`src/rtl/serial_add_sequencer.sv`:
```
// Nibble-serial adder sequencer: drives an external 4-bit adder one slice per
// cycle, rippling the carry through a register and assembling a W-bit result.
module serial_add_sequencer #(
  parameter int NIBBLES = 4
) (
  input  logic                 clk,
  input  logic                 rst_n,
  input  logic                 start,
  input  logic [4*NIBBLES-1:0] a_word,
  input  logic [4*NIBBLES-1:0] b_word,
  input  logic                 cin,
  output logic [3:0]           add_a,
  output logic [3:0]           add_b,
  output logic                 add_cin,
  input  logic [3:0]           add_sum,
  input  logic                 add_carry,
  output logic [4*NIBBLES-1:0] result,
  output logic                 cout,
  output logic                 busy,
  output logic                 done
);

  localparam int W     = 4 * NIBBLES;
  localparam int IDX_W = (NIBBLES > 1) ? $clog2(NIBBLES) : 1;
  localparam logic [IDX_W-1:0] LAST_IDX = IDX_W'(NIBBLES - 1);

  typedef enum logic [1:0] {
    IDLE = 2'b00,
    RUN  = 2'b01,
    DONE = 2'b10
  } state_t;

  state_t           state_r;
  state_t           state_nxt_s;
  logic [W-1:0]     a_r;
  logic [W-1:0]     b_r;
  logic [W-1:0]     result_r;
  logic [IDX_W-1:0] idx_r;
  logic             carry_r;
  logic             cout_r;
  logic             busy_r;
  logic             done_r;
  logic             last_s;

  assign last_s = (idx_r == LAST_IDX);

  // Next-state decode
  always_comb begin
    state_nxt_s = state_r;
    case (state_r)
      IDLE: begin
        if (start) begin
          state_nxt_s = RUN;
        end else begin
          state_nxt_s = IDLE;
        end
      end
      RUN: begin
        if (last_s) begin
          state_nxt_s = DONE;
        end else begin
          state_nxt_s = RUN;
        end
      end
      DONE:    state_nxt_s = IDLE;
      default: state_nxt_s = IDLE;
    endcase
  end

  // State register; busy/done registered from the next state so they are glitch-free
  always_ff @(posedge clk or negedge rst_n) begin
    if (!rst_n) begin
      state_r <= IDLE;
      busy_r  <= 1'b0;
      done_r  <= 1'b0;
    end else begin
      state_r <= state_nxt_s;
      busy_r  <= (state_nxt_s != IDLE);
      done_r  <= (state_nxt_s == DONE);
    end
  end

  // Operand capture and per-slice accumulation; idx saturates at the top slice
  always_ff @(posedge clk or negedge rst_n) begin
    if (!rst_n) begin
      a_r      <= '0;
      b_r      <= '0;
      result_r <= '0;
      idx_r    <= '0;
      carry_r  <= 1'b0;
      cout_r   <= 1'b0;
    end else begin
      case (state_r)
        IDLE: begin
          if (start) begin
            a_r     <= a_word;
            b_r     <= b_word;
            carry_r <= cin;
            idx_r   <= '0;
          end
        end
        RUN: begin
          result_r[{idx_r, 2'b00} +: 4] <= add_sum;
          carry_r                       <= add_carry;
          if (last_s) begin
            cout_r <= add_carry;
          end else begin
            idx_r <= idx_r + IDX_W'(1);
          end
        end
        default: begin
        end
      endcase
    end
  end

  // Adder operand mux: only the active slice is presented, zeros otherwise
  always_comb begin
    add_a   = 4'h0;
    add_b   = 4'h0;
    add_cin = 1'b0;
    if (state_r == RUN) begin
      add_a   = a_r[{idx_r, 2'b00} +: 4];
      add_b   = b_r[{idx_r, 2'b00} +: 4];
      add_cin = carry_r;
    end else begin
      add_a   = 4'h0;
      add_b   = 4'h0;
      add_cin = 1'b0;
    end
  end

  assign result = result_r;
  assign cout   = cout_r;
  assign busy   = busy_r;
  assign done   = done_r;

  serial_add_sequencer_chk u_chk (
    .clk     (clk),
    .rst_n   (rst_n),
    .busy    (busy_r),
    .done    (done_r),
    .add_a   (add_a),
    .add_b   (add_b),
    .add_cin (add_cin)
  );

endmodule

// Protocol checker for the sequencer outputs.
module serial_add_sequencer_chk (
  input logic       clk,
  input logic       rst_n,
  input logic       busy,
  input logic       done,
  input logic [3:0] add_a,
  input logic [3:0] add_b,
  input logic       add_cin
);

  a_done_busy: assert property (@(posedge clk) disable iff (!rst_n) done |-> busy);

  a_done_pulse: assert property (@(posedge clk) disable iff (!rst_n) done |=> !done);

  a_idle_quiet: assert property (@(posedge clk) disable iff (!rst_n)
    !busy |-> (add_a == 4'h0 && add_b == 4'h0 && !add_cin));

endmodule

```
`config.mk`:
```
export PLATFORM = sky130hd
export DESIGN_NAME = serial_add_sequencer
export DESIGN_NICKNAME = d
export VERILOG_FILES = /design/src/rtl/serial_add_sequencer.sv
export SDC_FILE = /design/constraint.sdc
export NUM_CORES = 1
export LEC_CHECK = 0
export CAP_MARGIN = 5
export CORE_MARGIN = 2
export CORE_UTILIZATION = 55
export CTS_CLUSTER_SIZE = 24
export DETAILED_ROUTE_END_ITERATION = 16
export DONT_BUFFER_PORTS = 1
export GPL_TIMING_DRIVEN = 0
export PLACE_DENSITY = 0.77
export REMOVE_ABC_BUFFERS = 1
export SYNTH_ARGS = -nofsm -noshare
export SYNTH_HDL_FRONTEND = slang
export SYNTH_SLANG_ARGS = --single-unit
```
`constraint.sdc`:
```
create_clock -name clk -period 5.35 [get_ports clk]
set_input_delay 1.3375 -clock clk [delete_from_list [all_inputs] [get_ports clk]]
set_output_delay 1.3375 -clock clk [all_outputs]
set_load 0.03 [all_outputs]
```
* Word-level counts from Yosys, hierarchy flattened *
Index checks and enable logic that the tools add are counted.
W data, S select, Z words.

word-level totals
  output and inout bits = 28
  logic and storage cells = 39
  register bits after elaboration = 56

operators by class
  eq/ne operators = 5
  shift operators = 4
  add/sub/neg operators = 2
  multiplexer cells = 12
  reduce and logical (&&, ||, !) cells = 7

operators with widths
  kind                      number
  $shiftx A16 B5 Y4         2
  $bwmux W16                1
  $shift A4 B6 Y16 const A  1
  $shiftx A4 B6 Y16         1
  $mux W4                   2
  $pmux W2 S2               2
  $mux W2                   3
  $neg A4 Y6                1
  $reduce_and A2 Y1         3
  $eq A2 B2 Y1 const B      2
  $ne A2 B2 Y1 const B      2
  $reduce_bool A2 Y1        2
  $mux W1                   3
  $reduce_and A3 Y1         1
  $add A2 B1 Y2 const B     1
  $eq A2 B1 Y1 const B      1
  $logic_not A2 Y1          1
  $pmux W1 S2               1

* Logic depth before layout (Yosys ltp) *
  depth in word-level cells = 4
  depth in mapped cells = 7

* Worst setup path before layout *
No wires, ideal clock.

  path type = register -> output
  from = register state_r[1]
  to = output add_a[0]
  setup slack = 2.569 ns
  cell stages (with the launch flop) = 6
  required time = 4.013 ns
  buffers on the path = 2
  arrival time = 1.443 ns
  cell sequence = dfrtp_1 -> buf_2 -> nor2b_1 -> buf_2 -> nand2_1 -> o22ai_1

on the way
  word-level cells in the longest chain between the ends = 2

ends and longest elaborated chain
  element                 RTL line  source
  from (decl)             33        state_t state_r;
  from (signal assigned)  77        state_r <= state_nxt_s;
  $eq A2 B1 Y1            122       if (state_r == RUN) begin
  $mux W4                 122
  to (decl)               12        output logic [3:0] add_a,

Every way passes these cells.

* Final worst setup path *
  from = register state_r[0]
  to = output add_b[3]

on the way
  word-level cells in the longest chain between the ends = 2

ends and longest elaborated chain
  element       RTL line  source
  $eq A2 B1 Y1  122
  $mux W4       122
  to (decl)     13        output logic [3:0] add_b,

Every way passes these cells.

==> impl_metrics.toml <==
[worst_setup_path]
worst_ep_arrival_time_ps = 2420
r2r_cells = 5
cp_cell_sequence = "nor2b_1, nand2_1, o22ai_1"
rr_startpoint = "idx_r[0]"
startpoint_type = "register"
slowest_delay_ps = 650
critPathSlowestCell = "o22ai_1"
worstSetupPathType = "register to output port"
timing.rr.end = "result[13]"
cp_max_fo = 9
rrSetupSlack_ps = 2540
required_ps = 4010
cp-end-kind = "output port"

[timing]
hold_viol_final = 0
fin_crit_ps = 3760
timing.final.ws_setup_ps = 1590
tightest_slew_ps = 1130
finClkSkew_ps = 5.18
slew_violations = 0
rsz0062_at_grt = "no"
finalSetupViolations = 0
fmax_mhz = 266
slew-limit-headroom_pct = 24.5
fin_setup_tns_ps = 0
min_period_over_period_pct = 70.3

[floorplan]
core_um2 = 4350
fp.dieH_um = 71.4
core.rowCount = 24
fp.dieW_um = 71.4
start_util_pct = 57.4
io_pins = 69
dieArea_um2 = 5100

[logic_synthesis]
synth_top_cell_area_share_pct = 56.0
synth_edf_count = 0
ys_async_sr_fraction_pct = 100
syn_inst = 193
synth_top_cell_by_area = "dfrtp_1"
synthTopCellsByCount = "dfrtp_1, mux2_2, nand2_1, mux2i_1"
ys_ff_latch = 56
ys_seq_area_share_pct = 56.0
ys.flop_type = "dfrtp_1"
syn_area_per_cell_um2 = 13.0
synthTopCellsByArea = "dfrtp_1, mux2_2, mux2i_1"
synth_warnings = 0
synth_most_common_cell = "dfrtp_1"
yosysUniqueCellTypes = 30
synth_area_um2 = 2500

[cts]
clockBufferDepth = 2
cts-root-buf = "clkbuf_8"
cts_hold_buf = 0
h-tree-depth = 2
clk_latency_ps = 300
post_cts_resized = 0
cts_buffers = 5
cts_sinks = 56
cts_setup_buffers = 0
cts.clk_slew.worst_paths_ps = 100
cts_tree = "built"

[run_status]
status = "finished, final reports clean"

[route]
ant_nets = 0
vias = 1496
wl_per_cell_um = 18.9
viasPerCell = 6.13
drt_iter0_markers = 48
drtPass1Iterations = 4
finalWirelength_mm = 4.62
drcViolationCount = 0

[global_routing]
grt-ovfl-total = 0
grt_antenna_before_repair = 0
grt_pass1_wl_mm = 7.65
grt_max_degree = 57
track_usage_pct = 19.0
grt_pass1_vias = 1650

[hold_path]
hold_depth = 1
min_from = "b_r[6]"
hp-class = "register to register"
hold_end = "b_r[6]"

[flow_run]
drv_cap = 0

[power]
power.static_leakage_nw = 1.17
power_density_nw_per_um2 = 722
irDropWorstVdd_uv = 359

[place]
io_buffers = 0
dp_hpwl_mm = 3.28
dp_slack_ps = 1940
place_congestion = 0.834

[layout]
area.growth.synth_to_final_pct = 5.00
nNetsFinal = 237
num_antenna_cells = 0
fin_util_pct = 60.3
drive_gt1_share_pct = 21.9
[stage by stage]
| stage | std cells | hold slack (ps) | area (um^2) | total power, W |
|---|---|---|---|---|
| final | 244 | 506 | 2630 | 0.00190 |
| after global routing | 244 | 532 | 2630 | 0.00202 |
| after CTS | 243 | 514 | 2610 | 0.00191 |
| after detailed placement | 235 | 492 | 2500 | 0.00163 |
| after global placement | 235 | 467 | 2500 | 0.00158 |
| after floorplan | 183 | 458 | 2430 | 0.00148 |
[worst max path at each step]
stage / endpoint / slack [ps] / startpoint / depth (start not counted)
after floorplan: add_a[0] / 2390 / state_r[0] / 3
after global placement: add_b[0] / 1970 / state_r[0] / 3
after detailed placement: add_a[0] / 1940 / state_r[0] / 3
after CTS: add_a[0] / 1590 / state_r[0] / 3
after global routing: add_b[3] / 1390 / state_r[0] / 3
final: add_b[3] / 1590 / state_r[0] / 3
[layout by cell type (no fill, tap or decap), types with 5 or more instances in the layout]
cell type,instances
mux2i_1,16
o22ai_1,9
nand2_1,21
mux2_2,31
clkbuf_8,5
ha_1,5
a22o_1,8
inv_1,5
o21ai_0,9
dfrtp_1,56
[layout make-up]
cell class	instances	area, um^2
clock buffers	5	68.8
multi-input cells	122	1010
fillers	342	1730
clock inverters	3	46.3
well taps	52	65.1
repair buffers	1	15.0
flip-flops and latches	56	1400
inverters	5	18.8
[power breakdown]
group          switching [W]  internal, W
Clock               0.000135     0.000141
Sequential          0.000306     0.000628
Combinational       0.000383     0.000302
[critical path: cells and delay by family, from the launching register on]
kind	cells	cell delay [ps]
AND/OR/NAND/NOR	2	910
AO/OA/AOI/OAI	1	650
flip-flops	1	540
[state kept, by name, indices dropped and copies added, names as in the netlist]
register	cells
b_r	16
carry_r	1
state_r	2
result	16
idx_r	2
done	1
cout	1
busy	1
a_r	16
[cells by family (layout without fill, tap and decap cells)]
| family | after synthesis | after routing | share of synthesized area [%] |
|---|---|---|---|
| adders and majority gates | 5 | 5 | 2.50 |
| buffers and inverters | 15 | 14 | 3.55 |
| AOI/OAI and AO/OA | 31 | 31 | 8.20 |
| and+or+nand+nor | 37 | 37 | 8.45 |
| DFF | 56 | 56 | 56.0 |
| muxes | 49 | 49 | 21.3 |
[per-layer routing]
metal	vias up	track usage (%)	part of all wire, %
met5	-	0	0
met4	0	4.61	0.61
met3	5	8.02	9.3
li1	679	-	-
met1	741	21.1	37
met2	71	33.8	54
(Power assumes the default switching activity.)
